<file path="config.mk">
export PLATFORM = sky130hd
export DESIGN_NAME = pc_sequencer_flat
export DESIGN_NICKNAME = d
export VERILOG_FILES = /design/src/rtl/pc_sequencer_if.sv /design/src/rtl/pc_sequencer.sv /design/src/flat_wrapper.sv
export SDC_FILE = /design/constraint.sdc
export NUM_CORES = 1
export LEC_CHECK = 0
export CORE_UTILIZATION = 40
export CTS_BUF_LIST = sky130_fd_sc_hd__clkbuf_4 sky130_fd_sc_hd__clkbuf_8
export DETAILED_ROUTE_END_ITERATION = 7
export PLACE_DENSITY = 0.8
export SETUP_SLACK_MARGIN = 0.3
export SLEW_MARGIN = 5
export SYNTH_ARGS = -nofsm -noshare
export SYNTH_HDL_FRONTEND = slang
export SYNTH_SLANG_ARGS = --single-unit
</file>
<file path="constraint.sdc">
create_clock -name clk -period 2 [get_ports clk]
set_clock_uncertainty 0.1 [all_clocks]
set_input_delay 0.2 -clock clk [delete_from_list [all_inputs] [get_ports clk]]
set_output_delay 0.2 -clock clk [all_outputs]
set_load 0.01 [all_outputs]
</file>
<file path="src/rtl/pc_sequencer_if.sv">
// Fetch-side bus bundle for pc_sequencer: redirect input, next-PC mux operands,
// instruction-memory req/ack and the decode valid/ready handshake. addr_err exists only with ALIGN_CHECK_EN.
interface pc_sequencer_if;
  logic        redirect_valid;
  logic [31:0] redirect_target;
  logic [31:0] pc_plus_four;
  logic [31:0] jump_amount;
  logic        select;
  logic [31:0] pc;
  logic        imem_req;
  logic [31:0] imem_addr;
  logic        imem_ack;
  logic [31:0] imem_rdata;
  logic        instr_valid;
  logic        instr_ready;
  logic [31:0] instr;
  logic [31:0] instr_pc;
`ifdef ALIGN_CHECK_EN
  logic        addr_err;
`endif

  modport master (
    input  redirect_valid, redirect_target, imem_ack, imem_rdata, instr_ready,
`ifdef ALIGN_CHECK_EN
    output addr_err,
`endif
    output pc_plus_four, jump_amount, select, pc, imem_req, imem_addr,
    output instr_valid, instr, instr_pc
  );

  modport slave (
    output redirect_valid, redirect_target, imem_ack, imem_rdata, instr_ready,
`ifdef ALIGN_CHECK_EN
    input  addr_err,
`endif
    input  pc_plus_four, jump_amount, select, pc, imem_req, imem_addr,
    input  instr_valid, instr, instr_pc
  );
endinterface

</file>
<file path="src/rtl/pc_sequencer.sv">
// Program-counter sequencer: IDLE -> FETCH -> DELIVER loop with redirect/flush handling.
// Optional ALIGN_CHECK_EN sends misaligned redirects to EXC_VECTOR and pulses addr_err.
module pc_sequencer #(
  parameter logic [31:0] RESET_PC = 32'h0000_0000
`ifdef ALIGN_CHECK_EN
  , parameter logic [31:0] EXC_VECTOR = 32'h0000_0080
`endif
) (
  input logic          clk,
  input logic          rst,
  pc_sequencer_if.master bus
);

  typedef enum logic [1:0] {
    IDLE    = 2'd0,
    FETCH   = 2'd1,
    DELIVER = 2'd2
  } seqStateT;

  seqStateT    stateR, nextStateS;
  logic        flushR, flushNextS;
  logic [31:0] pcNextS, addrNextS, instrNextS, instrPcNextS;
  logic        reqNextS, validNextS;
  logic [31:0] loadTargetS, updPcS;

  assign bus.pc_plus_four = bus.pc + 32'd4;
  assign bus.jump_amount  = bus.redirect_target;
  assign bus.select       = bus.redirect_valid;

`ifdef ALIGN_CHECK_EN
  logic misalignS;
  assign misalignS   = (bus.jump_amount[1:0] != 2'b00);
  assign loadTargetS = misalignS ? EXC_VECTOR : bus.jump_amount;
`else
  assign loadTargetS = {bus.jump_amount[31:2], 2'b00};
`endif

  // PC after this cycle's redirect, before any sequential step
  assign updPcS = bus.select ? loadTargetS : bus.pc;

  // State and registered outputs
  always_ff @(posedge clk) begin
    if (rst) begin
      stateR          <= IDLE;
      flushR          <= 1'b0;
      bus.pc          <= RESET_PC;
      bus.imem_req    <= 1'b0;
      bus.imem_addr   <= 32'h0000_0000;
      bus.instr_valid <= 1'b0;
      bus.instr       <= 32'h0000_0000;
      bus.instr_pc    <= 32'h0000_0000;
`ifdef ALIGN_CHECK_EN
      bus.addr_err    <= 1'b0;
`endif
    end else begin
      stateR          <= nextStateS;
      flushR          <= flushNextS;
      bus.pc          <= pcNextS;
      bus.imem_req    <= reqNextS;
      bus.imem_addr   <= addrNextS;
      bus.instr_valid <= validNextS;
      bus.instr       <= instrNextS;
      bus.instr_pc    <= instrPcNextS;
`ifdef ALIGN_CHECK_EN
      bus.addr_err    <= bus.select && misalignS;
`endif
    end
  end

  // Next-state decode
  always_comb begin
    nextStateS = stateR;
    case (stateR)
      IDLE: nextStateS = FETCH;
      FETCH: begin
        if (bus.imem_ack && !flushR && !bus.select) nextStateS = DELIVER;
        else nextStateS = FETCH;
      end
      DELIVER: begin
        if (bus.select || bus.instr_ready) nextStateS = FETCH;
        else nextStateS = DELIVER;
      end
      default: nextStateS = IDLE;
    endcase
  end

  // Next values of the registered outputs
  always_comb begin
    pcNextS      = bus.pc;
    reqNextS     = bus.imem_req;
    addrNextS    = bus.imem_addr;
    validNextS   = bus.instr_valid;
    instrNextS   = bus.instr;
    instrPcNextS = bus.instr_pc;
    flushNextS   = flushR;
    case (stateR)
      IDLE: begin
        pcNextS   = updPcS;
        reqNextS  = 1'b1;
        addrNextS = updPcS;
      end
      FETCH: begin
        pcNextS = updPcS;
        if (bus.imem_ack) begin
          if (flushR || bus.select) begin
            // stale or redirected data: drop it and re-request from the live PC
            flushNextS = 1'b0;
            addrNextS  = updPcS;
            reqNextS   = 1'b1;
          end else begin
            instrNextS   = bus.imem_rdata;
            instrPcNextS = bus.imem_addr;
            validNextS   = 1'b1;
            reqNextS     = 1'b0;
          end
        end else if (bus.select) begin
          flushNextS = 1'b1;
        end else begin
          flushNextS = flushR;
        end
      end
      DELIVER: begin
        if (bus.select) begin
          pcNextS    = loadTargetS;
          addrNextS  = loadTargetS;
          validNextS = 1'b0;
          reqNextS   = 1'b1;
        end else if (bus.instr_ready) begin
          pcNextS    = bus.pc_plus_four;
          addrNextS  = bus.pc_plus_four;
          validNextS = 1'b0;
          reqNextS   = 1'b1;
        end else begin
          validNextS = 1'b1;
        end
      end
      default: begin
        pcNextS    = RESET_PC;
        reqNextS   = 1'b0;
        addrNextS  = 32'h0000_0000;
        validNextS = 1'b0;
        flushNextS = 1'b0;
      end
    endcase
  end

endmodule

</file>
<file path="src/flat_wrapper.sv">
// flat-port wrapper written by rule: the top's interface ports become plain ports
module pc_sequencer_flat 
#(
  parameter logic [31:0] RESET_PC = 32'h0000_0000

)
  (clk, rst, bus_redirect_valid, bus_redirect_target, bus_imem_ack, bus_imem_rdata, bus_instr_ready, bus_pc_plus_four, bus_jump_amount, bus_select, bus_pc, bus_imem_req, bus_imem_addr, bus_instr_valid, bus_instr, bus_instr_pc);
  pc_sequencer_if bus_i ();
  input logic clk;
  input logic rst;
  input wire logic [$bits(bus_i.redirect_valid)-1:0] bus_redirect_valid;
  input wire logic [$bits(bus_i.redirect_target)-1:0] bus_redirect_target;
  input wire logic [$bits(bus_i.imem_ack)-1:0] bus_imem_ack;
  input wire logic [$bits(bus_i.imem_rdata)-1:0] bus_imem_rdata;
  input wire logic [$bits(bus_i.instr_ready)-1:0] bus_instr_ready;
  output wire logic [$bits(bus_i.pc_plus_four)-1:0] bus_pc_plus_four;
  output wire logic [$bits(bus_i.jump_amount)-1:0] bus_jump_amount;
  output wire logic [$bits(bus_i.select)-1:0] bus_select;
  output wire logic [$bits(bus_i.pc)-1:0] bus_pc;
  output wire logic [$bits(bus_i.imem_req)-1:0] bus_imem_req;
  output wire logic [$bits(bus_i.imem_addr)-1:0] bus_imem_addr;
  output wire logic [$bits(bus_i.instr_valid)-1:0] bus_instr_valid;
  output wire logic [$bits(bus_i.instr)-1:0] bus_instr;
  output wire logic [$bits(bus_i.instr_pc)-1:0] bus_instr_pc;
  assign bus_i.redirect_valid = bus_redirect_valid;
  assign bus_i.redirect_target = bus_redirect_target;
  assign bus_i.imem_ack = bus_imem_ack;
  assign bus_i.imem_rdata = bus_imem_rdata;
  assign bus_i.instr_ready = bus_instr_ready;
  assign bus_pc_plus_four = bus_i.pc_plus_four;
  assign bus_jump_amount = bus_i.jump_amount;
  assign bus_select = bus_i.select;
  assign bus_pc = bus_i.pc;
  assign bus_imem_req = bus_i.imem_req;
  assign bus_imem_addr = bus_i.imem_addr;
  assign bus_instr_valid = bus_i.instr_valid;
  assign bus_instr = bus_i.instr;
  assign bus_instr_pc = bus_i.instr_pc;
  pc_sequencer #(.RESET_PC(RESET_PC)) u_core (.clk(clk), .rst(rst), .bus(bus_i));
endmodule
</file>
======== After elaboration in Yosys (flattened, before gate mapping) ========
Index checks and enable logic that the tools add are counted.
operators by class
  $add $sub $neg .......................... 1
  equality and inequality tests ........... 8
  muxes and demuxes ....................... 24
  bitwise logic cells ..................... 3
  reduce and logical (&&, ||, !) cells .... 14
operators by type and width
  operator                                                               count
  32-bit 2-to-1 mux                                                      5
  32-bit one-hot mux with 3 select lines                                 1
  32-bit one-hot mux with 2 select lines                                 1
  32-bit by 3-bit adder with 32-bit output, second input constant        1
  3-bit AND reduction                                                    4
  1-bit 2-to-1 mux                                                       11
  3-bit != test, second input constant                                   2
  1-bit one-hot mux with 3 select lines                                  2
  2-bit one-hot mux with 3 select lines                                  1
  2-bit 2-to-1 mux                                                       2
  2-bit != test, second input constant                                   2
  2-bit OR reduction                                                     2
  3-bit by 2-bit != test with 1-bit output, second input constant        1
  1-bit NOT                                                              3
  2-bit by 1-bit equality test with 1-bit output, second input constant  1
  2-bit equality test, second input constant                             1
  1-bit logical AND                                                      2
  1-bit logical NOT                                                      2
  2-bit logical NOT                                                      1
  1-bit logical OR                                                       2
  2-bit by 1-bit != test with 1-bit output, second input constant        1
  1-bit one-hot mux with 2 select lines                                  1
  2-bit AND reduction                                                    1
word-level totals
  flip-flop bits (word level) ............. 133
  bits of input ports ..................... 69
  word-level logic and storage cells ...... 58

======== Depth between registers and ports, before layout ========
Gate-level depths: netlist of run 1.
  word-level depth ........................ 5
  mapped depth ............................ 9
  mapped depth without buffers ............ 7

======== Least setup slack after synthesis of run 1 ========
No wires, ideal clock.
  path kind ............................... flip-flop to output port
  from .................................... register u_core.bus.pc[2]
  to ...................................... output bus_pc_plus_four[28]
  data arrival time ....................... 2087 ps
  required time ........................... 1700 ps
  path slack .............................. -387 ps
  stages on the path, launching flop included .. 8
  path through ............................ dfxtp_1 > ha_1 > nand3_1 > or3_1 > clkbuf_1 > nor2_1 > nand3_1 > xnor2_1
between the ends
  word-level cells in the longest chain between the ends .. 1
RTL lines
  item                                      RTL line               RTL
  start, declared                           pc_sequencer_if.sv:27  output pc_plus_four, jump_amount, select, pc, imem_req, imem_addr,
  start signal, assigned                    pc_sequencer.sv:58     bus.pc <= pcNextS;
  32-bit by 3-bit adder with 32-bit output  pc_sequencer.sv:26     assign bus.pc_plus_four = bus.pc + 32'd4;
  end, declared                             flat_wrapper.sv:16     output wire logic [$bits(bus_i.pc_plus_four)-1:0] bus_pc_plus_four;
Every way passes these cells.

======== Worst setup path in the final report of run 1 ========
  from .................................... register u_core.bus.pc[10]
  to ...................................... output bus_pc_plus_four[27]
The elaborated chain is that of the path after synthesis.

==> results.md, run 1 <==
- The flow ran to the end, but the final reports show violations.
- The checks that failed: setup timing.
- At the worst endpoint, the required time is about 1700 ps.
- The commonest cells after synthesis are sky130_fd_sc_hd__nand2_1 (190), sky130_fd_sc_hd__dfxtp_1 (133), sky130_fd_sc_hd__a21oi_1 (84), sky130_fd_sc_hd__clkbuf_1 (44), sky130_fd_sc_hd__buf_4 (35).
- The worst setup path is captured at an output pin.
- The area of the core is 15900 sq um.
- By startpoint and endpoint, the worst setup path is classified as reg2out.
- The summed area of non-filler cells in the final layout is ~13000 sq um.
- The antenna violation net count after detailed routing is 0.
- At the end of routability-driven placement, the weighted congestion stood at 0.922.
- The first routing iteration left 1096 violations.
- The critical path contains buffers and inverters numbering 2 combined.
- By instance count, the leading cell after synthesis is sky130_fd_sc_hd__nand2_1.
- By area the synthesized netlist is led by sky130_fd_sc_hd__dfxtp_1 (41%), sky130_fd_sc_hd__nand2_1 (11%), sky130_fd_sc_hd__a21oi_1 (6.5%), sky130_fd_sc_hd__buf_4 (4.1%), sky130_fd_sc_hd__a32o_1 (2.9%).
- The clock-pin transition on the worst setup and hold timing paths is 90 ps.
- The synthesized design spends more area on one cell type than any other, namely sky130_fd_sc_hd__dfxtp_1.
- The DRC violation count after routing is 0.
- Detailed routing placed a total of 4140 um of wire on met3.
- The fraction of registers with async set or reset after synthesis is 0.
- The worst-case clock buffer depth is 2.
- The total track usage is 0.362.
- The maximum cell stage delay along the critical path is slightly above 600 ps.
- Hold repair after CTS inserted 0 buffers.
- The area enclosed by the die boundary is 16700 sq um.
- The routed design has 36900 um of wire.
- The minimum hold slack is 95.4 ps.
- The CTS tree is yes.
- The fraction of final layout cells with drive strength greater than 1 is 0.464.
- Across the VDD grid, the largest voltage drop is about 0.52 mV.
- Routed signal wires occupy layers up through met4.
- The cell with the biggest individual delay on the critical path is sky130_fd_sc_hd__or4_4.
- The number of warning messages in the yosys log is 0.
- Max-cap violations in this run came to 0.
- The die width is between 100 and 150 um.
- The upper clock frequency limit is 0.378 GHz.
- The number of antenna violations at the first check in global routing is 2.
- The count of buffers from port buffering is 259.
- The residual overflow from global routing is 0.
- The placed cell count is 1331.
- Once placement finished, the instance area stood at about 10000 sq um.
- The routed layout has 9094 vias.
- The layout has approximately 850 filler cells.
- The wire-length estimate of the detail-placed layout is 18900 um.
- The cell sitting at the root of the clock tree is a sky130_fd_sc_hd__clkbuf_8.
- The path class of the tightest hold or removal check is in2reg.
- The register bit total from synthesis is 133.
- The die extent in y is between 100 and 150 um.
- The category of the worst setup path launch point is a flip-flop.
- The average via count per standard cell is about 6.2.
- Headroom to the max-slew limit came out at 0.529.
- STA puts the critical path data arrival time at around 2400 ps.
- Dividing total power by cell area gives a power density of between 500 and 600 nW/um^2.
- The top cell family by delay on the critical path is simple AND/OR/NAND/NOR gates.
- The max-slew violation count is 0.
- The total power consumption of the routed design is between 7 and 8 mW.
- The starting density of the core is 0.408.
- The count of TritonRoute iterations in the first routing pass is 6.
- For the pin with the worst max-slew slack, the measured transition is between 700 and 800 ps.
- The H-tree was split into 4 levels.
- The signal on the critical path passes through nand2_2 -> or4_4 -> buf_6 -> nor4_4 -> xor2_1 -> buf_2.
- The number of failing hold endpoints at the final stage came to 0.
- Across all setup checks in the final design, the least slack found is -646 ps.
- Of the post-synthesis cell area, the dominant cell type holds 0.410.
- Dividing the detail-routed wire length by the instance count gives 25.1 um.
- Yosys mapped the design onto 66 distinct sky130hd cell types.
- Detailed routing placed a total of 17200 um of wire on met2.
- The number of flops mapped to enable cells by yosys is 0.
- The total number of placement rows is 46.
- Entering global routing, the biggest net connects 62 pins.
- At the end of the flow the core is filled with cells to 0.832.
- The number of nets handed over by synthesis was 892.
- The routed design could run at a clock period as short as 2650 ps.
- Among all flip-flop cells after synthesis, the most frequent one is sky130_fd_sc_hd__dfxtp_1.
- The count of non-filler cells in the finished layout is around 1500.
- Before CTS, the worst setup slack after placement is -355 ps.
- Setup repair after global routing could not meet its margin everywhere.
- The net count of the finished layout is about 1300.
- Clock tree synthesis inserted a total of 17 buffers.
- From synthesis to final layout, the design area changed by 104%.
- In this run the count of I/O pins placed on the die edge is 264.
- Of the available clock period, the critical path in the final layout requires 1.32.
- For this block, wires on met1 add up to 12600 um.
- The sequential area share after synthesis is 0.410.
- The netlist area before placement is 6490 sq um.
- The wire length of the first global-routing pass is between 40000 and 50000 um.
- The number of standard cells after synthesis is 817.
- The number of global-route vias before repair is 8202.
- The insertion delay of the later-clocked pin in the worst-skew pair is 470 ps.
- The maximum net fanout on the critical path is 4.
- Setup violations remaining at the end of the flow were counted as 70.
- The total negative slack is -19840 ps.
- A synthesized cell averages 7.94 sq um.
- Counting every sink on the clock net gives 133.
- The static leakage is 5.55 nW.
==> final timing paths <==
check,startpoint,end,slack [ps],depth (start not counted)
max,u_core.bus.pc[10],bus_pc_plus_four[27],-650,6
min,rst,u_core.bus.imem_addr[1],100,3
max reg2reg,u_core.bus.pc[3],u_core.bus.pc[26],-590,13
min reg2reg,u_core.bus.instr[24],u_core.bus.instr[24],360,2
==> registers in the layout, summed over array words and instances, names as in the netlist <==
name                    count
u_core.bus.instr_pc        32
u_core.stateR               2
u_core.bus.pc              32
u_core.flushR               1
u_core.bus.instr_valid      1
u_core.bus.imem_req         1
u_core.bus.instr           32
u_core.bus.imem_addr       32
==> layout make-up <==
type / instances / area, sq um / area share
repair buffers: 504 / 4920 / 0.373
multi-input cells: 575 / 4830 / 0.366
flip-flops and latches: 133 / 2730 / 0.206
well taps: 216 / 270 / 0.0204
clock buffers: 19 / 262 / 0.0198
clock inverters: 13 / 158 / 0.0119
inverters: 9 / 43.8 / 0.00331
diodes: 1 / 2.50 / 0.000189
==> power breakdown <==
| group | switching [mW] | internal [mW] | total (mW) |
|---|---|---|---|
| clock | 1.27 | 1.21 | 2.48 |
| sequential | 0.151 | 2.79 | 2.94 |
| combinational | 1.15 | 1.03 | 2.18 |
| total | 2.57 | 5.03 | 7.60 |
==> placed cells by master (no fill, tap or decap), types with 7 or more instances in the layout <==
cell type	Yosys	layout
sky130_fd_sc_hd__a21oi_1	84	46
sky130_fd_sc_hd__a21oi_2	0	34
sky130_fd_sc_hd__a22o_1	14	14
sky130_fd_sc_hd__a311o_1	7	7
sky130_fd_sc_hd__a32o_1	19	18
sky130_fd_sc_hd__and2_1	8	8
sky130_fd_sc_hd__buf_12	0	11
sky130_fd_sc_hd__buf_2	9	30
sky130_fd_sc_hd__buf_4	35	134
sky130_fd_sc_hd__buf_6	0	80
sky130_fd_sc_hd__buf_8	0	9
sky130_fd_sc_hd__clkbuf_8	0	19
sky130_fd_sc_hd__clkdlybuf4s50_1	0	175
sky130_fd_sc_hd__dfxtp_1	133	104
sky130_fd_sc_hd__dfxtp_2	0	18
sky130_fd_sc_hd__dfxtp_4	0	11
sky130_fd_sc_hd__dlygate4sd2_1	0	52
sky130_fd_sc_hd__nand2_1	190	124
sky130_fd_sc_hd__nand2_2	0	32
sky130_fd_sc_hd__nand2_4	0	34
sky130_fd_sc_hd__nand3_2	1	9
sky130_fd_sc_hd__nand3_4	0	9
sky130_fd_sc_hd__nand4_1	13	13
sky130_fd_sc_hd__nor2_1	31	20
sky130_fd_sc_hd__nor2_4	0	10
sky130_fd_sc_hd__nor3_4	0	8
sky130_fd_sc_hd__nor4_4	1	9
sky130_fd_sc_hd__o21a_1	7	7
sky130_fd_sc_hd__o21ai_1	0	12
sky130_fd_sc_hd__o21ai_2	0	9
sky130_fd_sc_hd__xnor2_2	0	15
sky130_fd_sc_hd__xor2_1	11	8
==> metal layers <==
metal	up-vias	track usage
li1	3715	-
met1	4291	0.417
met2	802	0.610
met3	286	0.0867
met4	0	0.217
met5	-	0
==> tightest hold or removal path: stages <==
cell and delay (ps):
sky130_fd_sc_hd__buf_2 120, sky130_fd_sc_hd__buf_12 190, sky130_fd_sc_hd__nor2_1 110
==> logic make-up after synthesis <==
group                    Yosys count  share of synthesized area
adder cells (fa/ha/maj)            6                     0.0116
flip-flops                       133                      0.410
AND/OR/NAND/NOR                  325                      0.231
XOR/XNOR                          28                     0.0378
AO/OA/AOI/OAI                    214                      0.221
buffers and inverters            110                     0.0860
multiplexers                       1                    0.00154
==> what timing repair did <==
action / in CTS / in global routing
setup endpoints to repair: 152 / 197
cloned: 5 / 9
pin swaps: 123 / 69
resized for setup: 392 / 164
buffers inserted: 64 / 28
(Power assumes the default switching activity.)
==> inputs of run 2 (changes only) <==
--- a/config.mk
+++ b/config.mk
@@ -8,7 +8,7 @@
 export CORE_UTILIZATION = 40
 export CTS_BUF_LIST = sky130_fd_sc_hd__clkbuf_4 sky130_fd_sc_hd__clkbuf_8
 export DETAILED_ROUTE_END_ITERATION = 7
-export PLACE_DENSITY = 0.8
+export PLACE_DENSITY = 0.83
 export SETUP_SLACK_MARGIN = 0.3
 export SLEW_MARGIN = 5
 export SYNTH_ARGS = -nofsm -noshare
==> run 2 against run 1 <==
  * The flow finishes with violations (DRC, setup timing)
  * Flip-flop and latch count did not move
  * Register-to-register slack lost 210 ps
  * Cell area up 4.5%
  * Routed wire length rose by 19%
  * Setup slack worse by 240 ps
  * Critical endpoint is now bus_pc_plus_four[26]
  * Power rose by 2.2%
  * Via count increased by 7.8%
  * Sequential power is 2% higher
  * Final cell count hardly changed
==> results.md, run 2 (synthesis gave the netlist of run 1 again) <==
- The area of the core was 15900 sq um (unchanged).
- The total internal power is 5.09 mW (+1.0%).
- Setup repair after global routing could not meet its margin everywhere.
- The number of ports placed on the die boundary is 264 (unchanged).
- The category of the worst setup path capture point is an output pin.
- The part of the total power dissipated in the clock network is 0.303 (-0.023).
- The share of total power in sequential cells was 0.385 (-0.002).
- The DRC violation count after routing is 2 (+2).
- The switching power of the nets is 2.68 mW (+4.4%).
- The upper clock frequency limit is 0.346 GHz (-8.5%).
- The die width is 129 um (unchanged).
- The maximum vdd drop is 0.624 mV (+19%).
- The critical path is of the reg2out type.
- The count of TritonRoute iterations in the first routing pass is 8 (+2).
- In this run the critical register-to-register path is captured at u_core.bus.imem_addr[24].
- The area enclosed by the die boundary is 16700 sq um (unchanged).
- The number of failing hold endpoints at the final stage came to 0 (unchanged).
- The clock tree root driver cell is sky130_fd_sc_hd__clkbuf_8.
- The cell with the biggest individual delay on the critical path is sky130_fd_sc_hd__nor4_4.
- The area growth from synthesis to layout is 113%.
- The total track usage came to 0.361 (-0.000942).
- The starting density of the core is 0.408 (unchanged).
- The clock-pin transition on the worst setup and hold timing paths is 90 ps (about the same).
- The time the final worst path needs with I/O delays and setup came to 2890 ps (+245 ps).
- The relative slew slack is 0.548 (+0.0187).
- The proportion of total power due to net switching is 0.345 (+0.00740).
- The final critical-path share of the clock period came to 1.45 (+0.122).
- The detailed-route wire length is 43700 um (+19%).
- The register-to-register setup slack is -800 ps (-210 ps).
- The max-slew violation count came to 0 (unchanged).
- The number of antenna violations at the first check in global routing is 1 (-1).
- The half-perimeter wire length after placement is 19100 um (+1.1%).
- The detailed-route via count was 9800 (+7.8%).
- The placed cell count is 1333 (+0.15%).
- The antenna violation net count after detailed routing came to 0 (unchanged).
- The setup slack after layout is -891 ps (-245 ps).
- The pin slew with the least headroom to its limit is 677 ps (-29.7 ps).
- The critical path arrival is 2590 ps (+240 ps).
- The number of instances on the worst hold path is 3 (unchanged).
- The count of non-filler cells in the finished layout is 1471 (+0.068%).
- The die extent in y is 129 um (unchanged).
- The data required time at the worst endpoint was 1700 ps (about the same).
- The insertion delay of the later-clocked pin in the worst-skew pair is 480 ps (about the same).
- The startpoint of the lowest-slack hold path is bus_imem_rdata[26].
- The endpoint of the worst hold-timing path is u_core.bus.instr[26].
- The worst-case reg-to-reg path depth came to 15 (+2).
- The final reports fail on DRC, setup timing.
- The number of maximum-capacitance constraint violations is 0 (unchanged).
- The areal power density over the cells is 562 nW/um^2 (-2.2%).
- The run finished, with violations left.
- The worst-case clock buffer depth is 2 (unchanged).
- The count of buffers from port buffering is 259 (unchanged).
- The total number of placement rows is 46 (unchanged).
- The final setup violation count is 77 (+10%).
- The number of H-tree branching levels came to 4 (unchanged).
- The maximum cell stage delay along the critical path is 510 ps (-100 ps).
- Traced cell by cell, the critical path runs through nand4_1 -> buf_4 -> nor4_4 -> nand3_4 -> xnor2_2 -> buf_2.
- The routed wirelength normalized by instance count is 29.7 um (+18%).
- The static leakage came to 6.63 nW (+19%).
- The average via count per standard cell is 6.66 (+7.7%).
- The maximum net fanout on the critical path came to 3 (-1).
- The wire length of the first global-routing pass came to 45500 um (-0.68%).
- The number of sinks on the clock net is 133 (unchanged).
- The total power consumption of the routed design is 7.77 mW (+2.2%).
- The library cells used most frequently in the layout, excluding fill and tap cells, are sky130_fd_sc_hd__clkdlybuf4s50_1 (159), sky130_fd_sc_hd__buf_4 (138), sky130_fd_sc_hd__dfxtp_1 (97), sky130_fd_sc_hd__nand2_4 (82), sky130_fd_sc_hd__nand2_1 (81).
- The maximum number of pins on one net before global-route repair is 41 (-34%).
- The path class of the tightest hold or removal check is in2reg.
- The number of global-route vias before repair is 8179 (-0.28%).
- The number of buffers added by the clock tree synthesis step is 17 (unchanged).
- The library cell used most frequently in the layout, excluding fill and tap cells, is sky130_fd_sc_hd__clkdlybuf4s50_1.
- The fraction of final layout cells with drive strength greater than 1 came to 0.523 (+0.0591).
- The final estimated routing congestion in global placement is 0.931 (+0.93%).
- The detailed router's first-iteration violation count came to 1254 (+14%).
- The startpoint identified for the worst register-to-register timing path is u_core.bus.pc[2].
- The logic gate share of total power is 0.312 (+0.025).
- The residual overflow from global routing is 0 (unchanged).
- The category of the worst setup path launch point is a flip-flop.
- The net count of the finished layout is 1318 (+0.23%).
- The CTS tree is yes.
run 2: metal layers:
metal	global-route usage	vias to the layer above	share of wire
met5	0	-	0.0011
met4	0.258	2	0.11
met3	0.107	469	0.15
met2	0.596	1078	0.43
met1	0.397	4535	0.32
li1	-	3716	-
run 2: final cells by class:
| cell class | count | area, sq um |
|---|---|---|
| timing repair buffer | 508 | 5190 |
| antenna | 2 | 5.00 |
| tap | 216 | 270 |
| inverter | 9 | 40.0 |
| fill | 629 | 2070 |
| multi-input combinational | 574 | 5220 |
| sequential | 133 | 2730 |
| clock buffer | 21 | 270 |
| clock inverter | 8 | 101 |
run 2: worst max-delay path, delay by kind of cell, from the launching register on:
kind / cells / cell delay [ps]
buffers and inverters: 2 / 480
xor gates and xnor gates: 1 / 170
and+or+nand+nor: 3 / 1020
DFF: 1 / 440
run 2: worst max path at each step:
stage / start / endpoint / slack [ps] / depth (start not counted)
global route: u_core.bus.pc[21] / bus_pc_plus_four[26] / -860 / 6
finish: u_core.bus.pc[22] / bus_pc_plus_four[26] / -890 / 6
CTS: u_core.bus.pc[2] / bus_pc_plus_four[29] / -560 / 6
floorplan: u_core.bus.pc[4] / u_core.bus.pc[29] / 60 / 6
global placement: u_core.bus.pc[13] / bus_pc_plus_four[25] / -370 / 6
detailed placement: u_core.bus.pc[12] / bus_pc_plus_four[19] / -380 / 6
run 2: power groups by stage:
stage          combinational, mW  clock [mW]  sequential [mW]
2_1_floorplan              0.766           0             3.03
3_3_place_gp                1.72           0             2.97
3_5_place_dp                1.74           0             2.97
4_1_cts                     1.93        2.23             2.92
5_1_grt                     2.47        2.41             2.99
6_report                    2.43        2.36             2.99
run 2: metrics by stage:
step | TNS, ps | hold WS, ps | instance area, sq um | worst slack, ps | utilization
2_1_floorplan | 0 | 236 | 7150 | 64.5 | -
3_3_place_gp | -5000 | 300 | 10500 | -371 | 0.661
3_5_place_dp | -6180 | 300 | 10500 | -378 | 0.661
4_1_cts | -10730 | 123 | 12000 | -563 | 0.755
5_1_grt | -29630 | 200 | 13800 | -860 | 0.870
6_report | -28040 | 193 | 13800 | -891 | 0.870
run 2: repair_timing:
| action | CTS | global route |
|---|---|---|
| hold buffers | 1 | 0 |
| setup endpoints to repair | 147 | 187 |
| setup buffers | 55 | 33 |
| gates cloned | 6 | 12 |
| pin swaps | 106 | 182 |
| gates resized for setup | 334 | 345 |
| hold endpoints to repair | 2 | 0 |
==> inputs of run 3 (changes only) <==
--- a/config.mk
+++ b/config.mk
@@ -8,9 +8,9 @@
 export CORE_UTILIZATION = 40
 export CTS_BUF_LIST = sky130_fd_sc_hd__clkbuf_4 sky130_fd_sc_hd__clkbuf_8
 export DETAILED_ROUTE_END_ITERATION = 7
-export PLACE_DENSITY = 0.83
+export PLACE_DENSITY = 0.78
 export SETUP_SLACK_MARGIN = 0.3
-export SLEW_MARGIN = 5
+export SLEW_MARGIN = 10
 export SYNTH_ARGS = -nofsm -noshare
 export SYNTH_HDL_FRONTEND = slang
 export SYNTH_SLANG_ARGS = --single-unit
==> run 3 against run 2 <==
  * The run ends with setup timing left
  * Hold slack got worse by 120 ps
  * Maximum frequency increased by 10%
  * Combinational power decreased by 11%
  * Via count decreased by 8.8%
  * Sequential share of layout area increased by 1.2 points
  * Critical path depth increased by 2
  * Count of clock-buffer cells in the layout decreased by 3
  * Global-route usage decreased by 2.2 points
  * Non-clock buffer count increased by 2
  * Sequential power decreased by 2%
  * Flip-flop and latch count unchanged
  * Routed wire length decreased by 20%
  * Critical path type unchanged
==> results.md, run 3 (synthesis gave the netlist of run 1 again) <==
- The run finished, with violations left.
- The checks that failed: setup timing.
- The pin slew with the least headroom to its limit is 495 ps (-182 ps).
- The maximum vdd drop was 0.481 mV (-23%).
- The detailed router's first-iteration violation count is 976 (-22%).
- The die width is 129 um (unchanged).
- The number of ports placed on the die boundary is 264 (unchanged).
- The average via count per standard cell was 6.06 (-9.0%).
- The maximum net fanout on the critical path is 5 (+2).
- The upper clock frequency limit is 0.381 GHz (+10%).
- The class of the worst hold path is in2reg.
- The area of the core is 15900 sq um (unchanged).
- The startpoint of the worst register-to-register path is u_core.bus.pc[5].
- Leaving out fill and tap cells, the most frequent cell in the layout is sky130_fd_sc_hd__nand2_1.
- The worst-case reg-to-reg path depth was 13 (-2).
- The number of sinks on the clock net is 133 (unchanged).
- The count of buffers from port buffering came to 259 (unchanged).
- The endpoint of the worst hold-timing path is u_core.bus.pc[3].
- The total track usage is 0.339 (-0.0224).
- The final critical-path share of the clock period is 1.31 (-0.133).
- STA classifies the critical path startpoint as a flip-flop.
- The number of failing hold endpoints at the final stage was 0 (unchanged).
- The total power consumption of the routed design came to 7.68 mW (-1.2%).
- The number of instances on the worst hold path came to 3 (unchanged).
- The detailed-route wire length is 35100 um (-20%).
- The areal power density over the cells came to 592 nW/um^2 (+5.4%).
- The number of global-route vias before repair came to 7793 (-4.7%).
- The final setup violation count is 76 (-1.3%).
- The total number of placement rows is 46 (unchanged).
- The critical path is of the reg2out type.
- The maximum number of pins on one net before global-route repair was 64 (+56%).
- The count of TritonRoute iterations in the first routing pass is 8 (unchanged).
- The clock tree root driver cell is sky130_fd_sc_hd__clkbuf_8.
- The register-to-register setup slack is -430 ps (+370 ps).
- The fraction of final layout cells with drive strength greater than 1 is 0.406 (-0.117).
- The CTS tree is yes.
- The half-perimeter wire length after placement is 18700 um (-2.0%).
- The number of antenna diodes was 0 (-2).
- The area enclosed by the die boundary is 16700 sq um (unchanged).
- The growth of design area from synthesis to finish is 99.8%.
- The max-slew violation count is 0 (unchanged).
- The category of the worst setup path capture point is an output pin.
- The residual overflow from global routing is 0 (unchanged).
- The worst-case clock buffer depth was 2 (unchanged).
- The time the final worst path needs with I/O delays and setup came to 2620 ps (-267 ps).
- The static leakage came to 5.94 nW (-10%).
- Leaving out fill and tap cells, the most frequent cells in the layout are sky130_fd_sc_hd__nand2_1 (166), sky130_fd_sc_hd__clkdlybuf4s50_1 (148), sky130_fd_sc_hd__buf_4 (132), sky130_fd_sc_hd__dfxtp_1 (107), sky130_fd_sc_hd__buf_6 (90).
- The wire length of the first global-routing pass is 42800 um (-6.0%).
- The total negative slack is -23170 ps (+4880 ps).
- The die extent in y is 129 um (unchanged).
- The antenna violation net count after detailed routing is 0 (unchanged).
- The post-route core utilization came to 0.816 (-0.0541).
- The data required time at the worst endpoint is 1700 ps (about the same).
- The critical path arrival is 2320 ps (-270 ps).
- The starting density of the core is 0.408 (unchanged).
- The routed wirelength normalized by instance count came to 23.8 um (-20%).
- The insertion delay of the later-clocked pin in the worst-skew pair was 490 ps (about the same).
- The endpoint of the worst-slack reg-to-reg timing path is u_core.bus.pc[31].
- The summed area of non-filler cells in the final layout is 13000 sq um (-6.2%).
- The startpoint of the lowest-slack hold path is rst.
- The post-detailed-placement cell area came to 10400 sq um (-1.1%).
- The relative slew slack is 0.667 (+0.119).
- The DRC violation count after routing came to 0 (-2).
- The number of maximum-capacitance constraint violations is 0 (unchanged).
- The clock-pin transition on the worst setup and hold timing paths is 90 ps (about the same).
- The final estimated routing congestion in global placement came to 1.00 (+8.0%).
- The number of H-tree branching levels is 4 (unchanged).
- The number of buffers added by the clock tree synthesis step is 17 (unchanged).
- Setup repair after global routing could not meet its margin everywhere.
- The count of non-filler cells in the finished layout is 1474 (+0.20%).
- The placed cell count is 1327 (-0.45%).
- The number of antenna violations at the first check in global routing is 0 (-1).
- The setup slack after layout is -624 ps (+267 ps).
- The net count of the finished layout is 1320 (+0.15%).
- The detailed-route via count was 8938 (-8.8%).
## run 3: cell types whose count changed in the layout (fill, tap and decap cells not counted), sizes merged
| cell | delta |
|---|---|
| buf | +3 |
| dlygate4sd2 | +5 |
| diode | -2 |
| clkdlybuf4s50 | -11 |
| dlygate4sd3 | -1 |
| inv | +5 |
| clkinvlp | -1 |
| clkinv | +1 |
| bufinv | +1 |
| dlymetal6s2s | +6 |
| clkbuf | -3 |
## run 3: worst max-delay path: stages, from the launching register on
cell                      delay [ps]
sky130_fd_sc_hd__dfxtp_4         390
sky130_fd_sc_hd__ha_4            170
sky130_fd_sc_hd__nand3_4         110
sky130_fd_sc_hd__or3_4           450
sky130_fd_sc_hd__buf_6           140
sky130_fd_sc_hd__buf_12          130
sky130_fd_sc_hd__nor2_4          120
sky130_fd_sc_hd__xnor2_2         150
sky130_fd_sc_hd__buf_2           170
## run 3: timing repair
item / CTS / global route
hold buffers: 0 / 0
setup buffers: 66 / 38
cloned: 1 / 10
endpoints found under the setup margin: 147 / 189
pin swaps: 102 / 76
gates resized for setup: 352 / 127
## run 3: power breakdown
group / total [mW] / internal [mW] / switching [mW] / leakage, nW
registers: 2.92 / 2.79 / 0.130 / 1.09
clock network: 2.59 / 1.31 / 1.29 / 0.219
logic: 2.16 / 1.06 / 1.11 / 4.63
## run 3: final cells by class
cell class | count | area (sq um)
Timing Repair Buffer | 510 | 5070
Multi-Input combinational cell | 574 | 4430
Fill cell | 893 | 2930
Sequential cell | 133 | 2710
Tap cell | 216 | 270
Clock buffer | 18 | 248
Clock inverter | 14 | 186
Inverter | 9 | 51.3
## run 3: per-stage QoR
stage / worst slack [ps] / hold WS [ps]
after floorplan: 64.5 / 236
after global placement: -364 / 300
after detailed placement: -378 / 300
after CTS: -548 / 77.9
after global routing: -639 / 56.9
final: -624 / 68.2
## run 3: worst max-delay path by stage
stage / start / end / slack, ps
floorplan: u_core.bus.pc[4] / u_core.bus.pc[29] / 60
global placement: u_core.bus.pc[13] / bus_pc_plus_four[31] / -360
detailed placement: u_core.bus.pc[12] / bus_pc_plus_four[31] / -380
CTS: u_core.bus.pc[3] / bus_pc_plus_four[21] / -550
global route: u_core.bus.pc[2] / bus_pc_plus_four[18] / -640
finish: u_core.bus.pc[2] / bus_pc_plus_four[18] / -620
## run 3: metal layers
| metal | GRT usage | vias up | part of all wire |
|---|---|---|---|
| met5 | 0 | - | 0 |
| met4 | 0.192 | 0 | 0.067 |
| met3 | 0.0694 | 234 | 0.10 |
| met2 | 0.569 | 737 | 0.48 |
| met1 | 0.403 | 4244 | 0.35 |
| li1 | - | 3723 | - |
